### config.mk
export PLATFORM = sky130hd
export DESIGN_NAME = scene_render
export DESIGN_NICKNAME = d
export VERILOG_FILES = /design/src/rtl/scene_render.sv
export SDC_FILE = /design/constraint.sdc
export NUM_CORES = 1
export LEC_CHECK = 0
export CAP_MARGIN = 20
export CORE_MARGIN = 8
export CORE_UTILIZATION = 35
export DETAILED_ROUTE_END_ITERATION = 16
export HOLD_SLACK_MARGIN = 0.03
export SLEW_MARGIN = 10
export SYNTH_ARGS = -nofsm -noshare
export SYNTH_HDL_FRONTEND = slang
export SYNTH_SLANG_ARGS = --single-unit
### constraint.sdc
create_clock -name clk -period 6.7 [get_ports clk]
set_input_delay 1.34 -clock clk [delete_from_list [all_inputs] [get_ports clk]]
set_output_delay 1.34 -clock clk [all_outputs]
set_load 0.005 [all_outputs]
### src/rtl/scene_render.sv
// scene_render: 640x480 VGA scene renderer with per-frame shadow snapshot and a 2-stage pixel pipeline.
// The coin layer is built only when SCENE_COIN_DRAW_EN is defined.
module scene_render (
    input  logic        clk,
    input  logic        rst,
    input  logic        pix_en,
    input  logic [1:0]  status,
    input  logic [15:0] score,
    input  logic [15:0] bird_y,
    input  logic [31:0] pipe1,
    input  logic [31:0] pipe2,
    input  logic [31:0] pipe3,
    input  logic [31:0] coin,
    output logic        hsync,
    output logic        vsync,
    output logic [3:0]  red,
    output logic [3:0]  green,
    output logic [3:0]  blue,
    output logic        frame_tick
);
    localparam logic [9:0]  H_LAST    = 10'd799;
    localparam logic [9:0]  V_LAST    = 10'd524;
    localparam logic [11:0] C_BIRD_UP = 12'hF80;
    localparam logic [11:0] C_BIRD_DN = 12'hF00;
    localparam logic [11:0] C_PIPE    = 12'h0C0;
    localparam logic [11:0] C_BAR     = 12'hFFF;
    localparam logic [11:0] C_SKY     = 12'h6CF;
`ifdef SCENE_COIN_DRAW_EN
    localparam logic [11:0] C_COIN    = 12'hFF0;
`endif

    function automatic logic [10:0] bar_limit(input logic [15:0] s);
        logic [17:0] w;
        w = {s, 2'b00};
        return (w > 18'd640) ? 11'd640 : w[10:0];
    endfunction

    function automatic logic pipe_hit(input logic [9:0] x, input logic [9:0] y, input logic [27:0] p);
        logic [10:0] left, right, low, high;
        left  = {1'b0, p[19:10]};
        right = left + 11'd50;
        low   = {1'b0, p[9:0]};
        high  = low + {3'b000, p[27:20]};
        return ({1'b0, x} >= left) && ({1'b0, x} <= right) &&
               (({1'b0, y} <= low) || ({1'b0, y} >= high));
    endfunction

    logic [9:0]  hc_q, hc_d, vc_q, vc_d;
    logic [1:0]  sh_status_q, sh_status_d;
    logic [15:0] sh_score_q, sh_score_d;
    logic [10:0] sh_bird_q, sh_bird_d;
    logic [27:0] sh_pipe1_q, sh_pipe1_d, sh_pipe2_q, sh_pipe2_d, sh_pipe3_q, sh_pipe3_d;
    logic        bird_hit_p1_q, bird_hit_p1_d, rising_p1_q, rising_p1_d;
    logic        pipe_hit_p1_q, pipe_hit_p1_d, bar_hit_p1_q, bar_hit_p1_d;
    logic        vis_p1_q, vis_p1_d, hs_p1_q, hs_p1_d, vs_p1_q, vs_p1_d;
    logic [11:0] rgb_p2_q, rgb_p2_d;
    logic        hs_p2_q, hs_p2_d, vs_p2_q, vs_p2_d;
    logic        frame_tick_q, frame_tick_d;
    logic        snap, vis;
    logic [9:0]  gy;
`ifdef SCENE_COIN_DRAW_EN
    logic [20:0] sh_coin_q, sh_coin_d;
    logic        coin_hit_p1_q, coin_hit_p1_d;
`endif

    always_comb begin
        hc_d          = hc_q;
        vc_d          = vc_q;
        sh_status_d   = sh_status_q;
        sh_score_d    = sh_score_q;
        sh_bird_d     = sh_bird_q;
        sh_pipe1_d    = sh_pipe1_q;
        sh_pipe2_d    = sh_pipe2_q;
        sh_pipe3_d    = sh_pipe3_q;
        bird_hit_p1_d = bird_hit_p1_q;
        rising_p1_d   = rising_p1_q;
        pipe_hit_p1_d = pipe_hit_p1_q;
        bar_hit_p1_d  = bar_hit_p1_q;
        vis_p1_d      = vis_p1_q;
        hs_p1_d       = hs_p1_q;
        vs_p1_d       = vs_p1_q;
        rgb_p2_d      = rgb_p2_q;
        hs_p2_d       = hs_p2_q;
        vs_p2_d       = vs_p2_q;
`ifdef SCENE_COIN_DRAW_EN
        sh_coin_d     = sh_coin_q;
        coin_hit_p1_d = coin_hit_p1_q;
`endif
        snap         = pix_en && (hc_q == 10'd0) && (vc_q == 10'd480);
        frame_tick_d = snap;
        vis          = (hc_q < 10'd640) && (vc_q < 10'd480);
        gy           = 10'd479 - vc_q;
        if (pix_en) begin
            hc_d = (hc_q == H_LAST) ? 10'd0 : hc_q + 10'd1;
            if (hc_q == H_LAST) vc_d = (vc_q == V_LAST) ? 10'd0 : vc_q + 10'd1;
            // Stage 1: hit tests of the current counter position against the shadowed scene.
            vis_p1_d      = vis;
            hs_p1_d       = !((hc_q >= 10'd656) && (hc_q <= 10'd751));
            vs_p1_d       = !((vc_q >= 10'd490) && (vc_q <= 10'd491));
            bird_hit_p1_d = (hc_q >= 10'd40) && (hc_q <= 10'd55) &&
                            ({1'b0, gy} >= {1'b0, sh_bird_q[9:0]}) &&
                            ({1'b0, gy} <= {1'b0, sh_bird_q[9:0]} + 11'd15);
            rising_p1_d   = sh_bird_q[10];
            pipe_hit_p1_d = pipe_hit(hc_q, gy, sh_pipe1_q) || pipe_hit(hc_q, gy, sh_pipe2_q) ||
                            pipe_hit(hc_q, gy, sh_pipe3_q);
            bar_hit_p1_d  = (vc_q < 10'd8) && ({1'b0, hc_q} < bar_limit(sh_score_q));
`ifdef SCENE_COIN_DRAW_EN
            coin_hit_p1_d = sh_coin_q[20] &&
                            ({1'b0, hc_q} >= {1'b0, sh_coin_q[9:0]}) &&
                            ({1'b0, hc_q} <= {1'b0, sh_coin_q[9:0]} + 11'd16) &&
                            ({1'b0, gy} >= {1'b0, sh_coin_q[19:10]}) &&
                            ({1'b0, gy} <= {1'b0, sh_coin_q[19:10]} + 11'd16);
`endif
            // Stage 2: layer priority and blanking, syncs carried alongside.
            hs_p2_d = hs_p1_q;
            vs_p2_d = vs_p1_q;
            if (!vis_p1_q)          rgb_p2_d = 12'h000;
            else if (bird_hit_p1_q) rgb_p2_d = rising_p1_q ? C_BIRD_UP : C_BIRD_DN;
`ifdef SCENE_COIN_DRAW_EN
            else if (coin_hit_p1_q) rgb_p2_d = C_COIN;
`endif
            else if (pipe_hit_p1_q) rgb_p2_d = C_PIPE;
            else if (bar_hit_p1_q)  rgb_p2_d = C_BAR;
            else                    rgb_p2_d = C_SKY;
        end
        if (snap) begin
            sh_status_d = status;
            sh_score_d  = score;
            sh_bird_d   = {bird_y[15], bird_y[9:0]};
            sh_pipe1_d  = pipe1[27:0];
            sh_pipe2_d  = pipe2[27:0];
            sh_pipe3_d  = pipe3[27:0];
`ifdef SCENE_COIN_DRAW_EN
            sh_coin_d   = {coin[31], coin[19:0]};
`endif
        end
    end

    always_ff @(posedge clk) begin
        if (rst) begin
            hc_q          <= '0;
            vc_q          <= '0;
            sh_status_q   <= '0;
            sh_score_q    <= '0;
            sh_bird_q     <= '0;
            sh_pipe1_q    <= '0;
            sh_pipe2_q    <= '0;
            sh_pipe3_q    <= '0;
            bird_hit_p1_q <= 1'b0;
            rising_p1_q   <= 1'b0;
            pipe_hit_p1_q <= 1'b0;
            bar_hit_p1_q  <= 1'b0;
            vis_p1_q      <= 1'b0;
            hs_p1_q       <= 1'b1;
            vs_p1_q       <= 1'b1;
            rgb_p2_q      <= '0;
            hs_p2_q       <= 1'b1;
            vs_p2_q       <= 1'b1;
            frame_tick_q  <= 1'b0;
`ifdef SCENE_COIN_DRAW_EN
            sh_coin_q     <= '0;
            coin_hit_p1_q <= 1'b0;
`endif
        end else begin
            hc_q          <= hc_d;
            vc_q          <= vc_d;
            sh_status_q   <= sh_status_d;
            sh_score_q    <= sh_score_d;
            sh_bird_q     <= sh_bird_d;
            sh_pipe1_q    <= sh_pipe1_d;
            sh_pipe2_q    <= sh_pipe2_d;
            sh_pipe3_q    <= sh_pipe3_d;
            bird_hit_p1_q <= bird_hit_p1_d;
            rising_p1_q   <= rising_p1_d;
            pipe_hit_p1_q <= pipe_hit_p1_d;
            bar_hit_p1_q  <= bar_hit_p1_d;
            vis_p1_q      <= vis_p1_d;
            hs_p1_q       <= hs_p1_d;
            vs_p1_q       <= vs_p1_d;
            rgb_p2_q      <= rgb_p2_d;
            hs_p2_q       <= hs_p2_d;
            vs_p2_q       <= vs_p2_d;
            frame_tick_q  <= frame_tick_d;
`ifdef SCENE_COIN_DRAW_EN
            sh_coin_q     <= sh_coin_d;
            coin_hit_p1_q <= coin_hit_p1_d;
`endif
        end
    end

    assign {red, green, blue} = rgb_p2_q;
    assign hsync              = hs_p2_q;
    assign vsync              = vs_p2_q;
    assign frame_tick         = frame_tick_q;

    // Game mode is latched with the scene but never drawn; ignored input fields end here.
    logic unused_inputs;
`ifdef SCENE_COIN_DRAW_EN
    assign unused_inputs = ^{sh_status_q, bird_y[14:10], pipe1[31:28], pipe2[31:28], pipe3[31:28], coin[30:20]};
`else
    assign unused_inputs = ^{sh_status_q, bird_y[14:10], pipe1[31:28], pipe2[31:28], pipe3[31:28], coin};
`endif
endmodule

==> results of run 1 <==
==> logic make-up (layout without fill, tap and decap cells) <==
group	Yosys count	count (layout)	share of synthesized area, %
simple gates	473	473	20.41
compound gates	300	300	17.14
fa+ha+maj	180	180	21.65
buf+inv	148	260	6.430
flops	147	147	28.01
xor+xnor	73	73	6.085
mux	3	3	0.2858
==> final cells by class <==
cell class                      instances  area (sq um)
Tap cell                              390         488.0
Clock buffer                           17         425.4
Sequential cell                       147          2943
Fill cell                            3033         17000
Clock inverter                         15         180.2
Timing Repair Buffer                  138          1366
Multi-Input combinational cell       1029          6895
Inverter                               90         337.8
==> worst reg2reg max path: cells and delay by family, from the launching register on <==
kind	cells	cell delay, ns
DFF	1	0.36
xor gates and xnor gates	1	0.15
adders and majority gates	3	0.94
and+or+nand+nor	4	0.56
buffers and inverters	1	0.06
AOI/OAI and AO/OA	7	1.27
==> synth_stat cells (all sizes together) (6+ instances only) <==
| master | number |
|---|---|
| nand2 | 270 |
| ha | 177 |
| a21oi | 162 |
| dfxtp | 147 |
| inv | 90 |
| xnor2 | 50 |
| nor2 | 49 |
| o21ai | 36 |
| nand3 | 35 |
| buf | 33 |
| clkbuf | 25 |
| a21o | 24 |
| nand4 | 24 |
| xor2 | 23 |
| nor2b | 19 |
| nor3 | 19 |
| nand2b | 17 |
| and3 | 12 |
| a31oi | 11 |
| a211oi | 9 |
| nor4 | 9 |
| o21a | 6 |
==> per-layer routing <==
layer	track usage, %	vias up	share of wire (%)
li1	-	4792	-
met1	19.17	4284	47
met2	27.43	141	48
met3	2.539	31	3.0
met4	4.750	0	2.0
met5	0	-	0
==> through the flow <==
stage | total power (W) | util (%) | hold slack, ns | worst slack (ns) | area, sq um
5_1_grt | 0.002079 | 42.63 | 0.4797 | 2.694 | 12640
3_3_place_gp | 0.001024 | 40.59 | 0.4398 | 2.578 | 12030
4_1_cts | 0.002034 | 42.63 | 0.4574 | 3.005 | 12640
6_report | 0.002009 | 42.63 | 0.4532 | 3.050 | 12640
2_1_floorplan | 0.0009414 | - | 0.4300 | 3.754 | 10510
3_5_place_dp | 0.001025 | 40.59 | 0.4479 | 2.572 | 12030
==> sequential cells by signal, summed over array words and instances (netlist names), 6 cells and up <==
register	cells
rgb_p2_q	6
sh_pipe2_q	28
sh_bird_q	11
vc_q	10
hc_q	10
sh_pipe1_q	28
sh_pipe3_q	28
sh_score_q	16
==> path summary, 6_finish.rpt <==
check / endpoint / slack, ns / from
setup / recovery: sh_pipe3_q[9]$_SDFFE_PP0P_ / 3.05 / pix_en
hold / removal: sh_score_q[11]$_SDFFE_PP0P_ / 0.45 / sh_score_q[11]$_SDFFE_PP0P_
setup reg to reg: pipe_hit_p1_q$_SDFFE_PP0P_ / 3.22 / sh_pipe2_q[0]$_SDFFE_PP0P_
hold reg to reg: sh_score_q[11]$_SDFFE_PP0P_ / 0.45 / sh_score_q[11]$_SDFFE_PP0P_
==> cell usage in the layout, fill, tap and decap left out, types with 10 or more instances in the layout <==
cell / netlist / routed
nand2_1: 270 / 270
buf_4: 9 / 10
a21oi_1: 161 / 161
and3_1: 12 / 12
nor2_1: 49 / 49
nor2b_1: 19 / 19
a21o_1: 24 / 24
xnor2_1: 50 / 50
xor2_1: 23 / 23
nand4_1: 24 / 24
nand2b_1: 17 / 17
clkbuf_16: 0 / 17
a31oi_1: 11 / 11
clkdlybuf4s50_1: 0 / 127
dfxtp_1: 147 / 147
ha_1: 177 / 177
inv_1: 90 / 90
o21ai_0: 35 / 35
nand3_1: 35 / 35
nor3_1: 18 / 18
==> where the power goes <==
group	total (W)	internal, W	switching [W]
Sequential	0.000883	0.000877	0.00000543
Combinational	0.000122	0.0000782	0.0000438
Clock	0.00100	0.000589	0.000415
==> results.md, run 1 <==
* Final WL at 27,980 microns
* Slew HR at 36.70%
* Initial antenna violation count at 0
* Grt ovf at 0
* Die height at 189.3 microns
* Initial core utilization at 35.45%
* CP Data Arrival Time at 4.00 ns
* Post-synthesis average cell area at 7.936 sq um
* Setup skew after layout at 0.01339 ns
* Kind of end point of the critical path: flop
* Post CTS Setup Buffer Count at 0
* Core Area at 29,640 sq um
* Post-route ant nets at 0
* First-pass GRT wire length at 45,900 microns
* Seq/Total Area, Yosys at 28.01%
* Ys async rst share at 0%
* Clock sink count at 147
* Max cap viols at 0
* Hold Buf Count CTS at 0
* CTS Buf Count at 17
* R2R depth at 16
* Die ar. at 35,820 sq um
* CTS root buffer: clkbuf_16
* Final setup fails at 0
* Peak supply drop at 177.3 uV
* Leakage at 4.797 nW
* Layout Cells excl Fill at 1,826
* Max Fclk at 274.0 MHz
* DRC at 0
* Synth warnings at 0
* Slew Limit Fails at 0
* Fin. Hold Viols at 0
* Ant. Diodes at 0
* Area delta synth->final at 20.26%
* Min-delay worst type: reg2reg
* Hold path cells at 2
* Worst skew pair latency at 0.43 ns
* Post-synth top area share at 28.01%
* Post-layout min period at 3.650 ns
* Flops & latches, synth at 147
* Setup crit start kind: input port
* Tcrit/Tclk final at 54.48%
* I/O Buffers at 128
* Via count at 9,248
* Status: complete, no violations
* Crit path buf inv count at 3
* Cells along the critical path: clkdlybuf4s50_1 -> buf_4 -> and3_1 -> nand2_1 -> nor3_4 -> buf_12 -> nand2_1 -> a21oi_1
* Post-synth EDFFs at 0
* Total GRT Usage at 15.58%
* Die X-Extent at 189.3 microns
* Post-Syn Area at 10,510 sq um
* Post-DP HPWL at 20,710 microns
* Top_reg_cell synth: dfxtp_1
* Layout Nets at 1,768
* Actual slew at the worst max-slew pin at 0.9463 ns
* CTS tree: done
* Largest area contributor in the netlist: dfxtp_1
* Power Dens Cells at 159.0 nW/um^2
* Drt wl/cell at 15.32 microns
* Vias in the first global route at 9,288
* Critical Path RT at 7.05 ns
* 1st-iter DRT viols at 363
* Family with the most delay on the worst path: simple AND/OR/NAND/NOR gates
* Worst path most repeated cell: nand2_1
* Synth cell types at 63
* Synth area leaders: dfxtp_1 28%, ha_1 21%, nand2_1 9.6%
* Placed instance count at 1,794
* H-tree depth at 4
* Layout cell share with drive strength beyond 1 at 3.900%
* Slowest stage delay, CP at 0.72 ns
* Final TNS setup at 0 ns
* Synth Net Count at 1,669
* Largest net degree at the start of global routing at 89
* Worst setup path class: in2reg
* WP depth at 8
* Initial DRT Pass Iterations at 4
* Clock tree buffer depth at 2
* # resized after CTS at 0
* Vias per cell at 5.065
* Post-Synthesis Cells at 1,324
* Core Rows at 63
* Slowest CP cell: nor3_4
* RSZ-0062 raised after global routing: no
* CP Max Fanout at 88
* I/O pins at 180
* Reg clk slew, reported paths at 0.07 ns
* GP Congestion at 0.8275
No activity file was read; power rests on OpenSTA's default activity.
==> run 2, diff against run 1 <==
==> constraint.sdc (replaced) <==
create_clock -name clk -period 3.15 [get_ports clk]
set_input_delay 0.63 -clock clk [delete_from_list [all_inputs] [get_ports clk]]
set_output_delay 0.63 -clock clk [all_outputs]
set_load 0.005 [all_outputs]
==> run 2 against run 1 <==
Sequential share of layout area is 0.60 points lower. Worst setup slack got worse by 3.1 ns. The flow now finishes with violations (negative setup slack). Critical endpoint is now pipe_hit_p1_q$_SDFFE_PP0P_. Die area stayed put. Largest power group unchanged. Largest cell class unchanged.
==> results.md, run 2 (synthesis gave the netlist of run 1 again) <==
* Violated checks: negative setup slack
* RSZ-0062 raised after global routing: yes
* Max Fclk at 312.9 MHz
* First-pass GRT wire length at 46,290 microns (+0.86%)
* I/O pins at 180 (unchanged)
* Setup skew after layout at 0.01164 ns (-0.001757 ns)
* Critical Path RT at 3.44 ns (-3.61 ns)
* Post-DP HPWL at 21,450 microns (+3.6%)
* CTS Buf Count at 17 (unchanged)
* Setup crit start kind: flop
* Ant. Diodes at 0 (unchanged)
* Crit path buf inv count at 1 (-2)
* Min-delay worst type: reg2reg
* CTS root buffer: clkbuf_16
* Fin util at 43.85% (+1.2 points)
* Slowest CP cell: fa_2
* Peak supply drop at 349.1 uV (+97%)
* P_sw at 0.0009585 W (+110%)
* CP Data Arrival Time at 3.49 ns (-0.51 ns)
* Die height at 189.3 microns (unchanged)
* DP Worst Slack at -0.1203 ns (-2.692 ns)
* Kind of end point of the critical path: flop
* Core Rows at 63 (unchanged)
* Clock power share at 47.8% (-2.2 points)
* Clock sink count at 147 (unchanged)
* Layout cell share with drive strength beyond 1 at 8.055% (+4.2 points)
* Final setup fails at 1 (+1)
* Initial core utilization at 35.45% (unchanged)
* Core Area at 29,640 sq um (unchanged)
* Slowest stage delay, CP at 0.39 ns (-0.33 ns)
* Status: complete, but fails checks
* DRC at 0 (unchanged)
* Via count at 9,394 (+1.6%)
* Vias per cell at 5.064 (about the same)
* Max layer used: met4
* Family with the most delay on the worst path: compound AO/OA/AOI/OAI gates
* Multi-input gate area at 7053 sq um (+2.3%)
* Most common cell after layout, fill and taps aside: nand2_1
* Final WL at 28,540 microns (+2.0%)
* CP Max Fanout at 4 (-95%)
* Worst setup path class: reg2reg
* Grt ovf at 0 (unchanged)
* DR WL met3 at 855 microns (+1.9%)
* Final hold slack at 0.4539 ns (+0.0007280 ns)
* Met2 wire len at 13,760 microns (+1.6%)
* Filler cells at 3,029 (-0.13%)
* Worst R2R Setup Slack at -0.05 ns (-3.27 ns)
* M1 WL at 13,170 microns (+0.94%)
* Clock tree buffer depth at 2 (unchanged)
* Largest net degree at the start of global routing at 112 (+26%)
* Int Power at 0.003146 W (+100%)
* Die ar. at 35,820 sq um (unchanged)
* Cells along the critical path: ha_4 -> inv_2 -> fa_2 -> nor2b_4 -> o2111ai_2 -> nand3_2 -> nor2_2 -> xor2_1 -> ha_1 -> a211oi_2 -> and3_1 -> o21ai_2 -> a221oi_2 -> o221ai_2 -> o311ai_2 -> a311oi_1
* Seq pwr share at 45.8% (+1.9 points)
* Hold Buf Count CTS at 0 (unchanged)
* H-tree depth at 4 (unchanged)
* Seq. cell area at 2949 sq um (+0.21%)
* Initial antenna violation count at 0 (unchanged)
* Slew HR at 51.86% (+15 points)
* Max cap viols at 0 (unchanged)
* Leakage at 4.937 nW (+2.9%)
* Area delta synth->final at 23.68%
* CTS tree: done
* Commonest non-fill, non-tap cells in the layout: 270 x nand2_1, 174 x ha_1, 156 x a21oi_1
* 1st-iter DRT viols at 371 (+2.2%)
* GP Congestion at 0.8480 (+2.5%)
* Net Sw Frac at 23.35% (+0.23 points)
* Comb pwr share at 6.4% (+0.3 points)
* Vias in the first global route at 9,467 (+1.9%)
* Actual slew at the worst max-slew pin at 0.7211 ns (-0.2252 ns)
* Fin. Hold Viols at 0 (unchanged)
* Post-route ant nets at 0 (unchanged)
* Worst skew pair latency at 0.43 ns (about the same)
* Slew Limit Fails at 0 (unchanged)
* Min setup slack post-route at -0.04623 ns (-3.096 ns)
* Layout Nets at 1,797 (+1.6%)
* Largest regs: sh_pipe1_q: 28 flops, sh_pipe2_q: 28 flops, sh_pipe3_q: 28 flops
* Reg clk slew, reported paths at 0.06 ns (about the same)
* Total GRT Usage at 15.72% (+0.14 points)
* Drt wl/cell at 15.39 microns (+0.41%)
* Tcrit/Tclk final at 101.5%
* Post-layout min period at 3.196 ns
* Die X-Extent at 189.3 microns (unchanged)
* I/O Buffers at 128 (unchanged)
* Initial DRT Pass Iterations at 5 (+1)
* Power Dens Cells at 315.8 nW/um^2 (+99%)
## run 2: changes by cell type in the layout (fill, tap and decap cells not counted), sizes merged
cell,change
clkinvlp,+1
inv,-1
bufinv,-2
clkbuf,+4
buf,+29
clkinv,-2
## run 2: repair_timing
item | 4_1_cts | 5_1_grt
pin swaps | 12 | 32
buffers inserted | 0 | 2
endpoints found under the setup margin | 1 | 2
resized for setup | 15 | 32
## run 2: through the flow
step | TNS, ns | cell area [sq um] | total power [W] | std cells
6_report | -0.04623 | 13000 | 0.004105 | 1855
5_1_grt | -0.1766 | 13000 | 0.004250 | 1855
4_1_cts | -0.05580 | 12840 | 0.004166 | 1853
3_5_place_dp | -0.1203 | 12260 | 0.002185 | 1821
3_3_place_gp | -0.04685 | 12260 | 0.002182 | 1821
2_1_floorplan | 0 | 10510 | 0.002002 | 1324
## run 2: per-layer routing
metal	vias to the layer above	GRT usage [%]
met5	-	0
met4	0	5.893
met3	52	2.612
met2	167	27.41
met1	4319	19.11
li1	4856	-
## run 2: power groups by stage
stage | sequential (W) | clock (W) | combinational, W
after global routing | 0.00188 | 0.00208 | 0.000288
after global placement | 0.00192 | 0 | 0.000262
after floorplan | 0.00192 | 0 | 0.0000867
after CTS | 0.00188 | 0.00202 | 0.000266
after detailed placement | 0.00192 | 0 | 0.000265
final | 0.00188 | 0.00196 | 0.000264
## run 2: final timing paths
check | cells past startpoint | startpoint | end
hold reg to reg | 2 | sh_score_q[14]$_SDFFE_PP0P_ | sh_score_q[14]$_SDFFE_PP0P_
hold / removal | 2 | sh_score_q[14]$_SDFFE_PP0P_ | sh_score_q[14]$_SDFFE_PP0P_
setup reg to reg | 16 | sh_pipe2_q[20]$_SDFFE_PP0P_ | pipe_hit_p1_q$_SDFFE_PP0P_
setup / recovery | 16 | sh_pipe2_q[20]$_SDFFE_PP0P_ | pipe_hit_p1_q$_SDFFE_PP0P_
## run 2: layout make-up
cell class / instances / share of cell area [%]
Tap cell: 390 / 3.755
Multi-Input combinational cell: 1029 / 54.27
Timing Repair Buffer: 167 / 12.41
Clock buffer: 21 / 3.466
Clock inverter: 11 / 0.8087
Inverter: 90 / 2.599
Sequential cell: 147 / 22.69
## run 2: worst register-to-register path: cells and delay by family, from the launching register on
family	cells	cell delay (ns)
buf+inv	1	0.04
compound gates	7	1.15
fa+ha+maj	3	0.89
simple gates	4	0.48
flops	1	0.36
xor+xnor	1	0.14
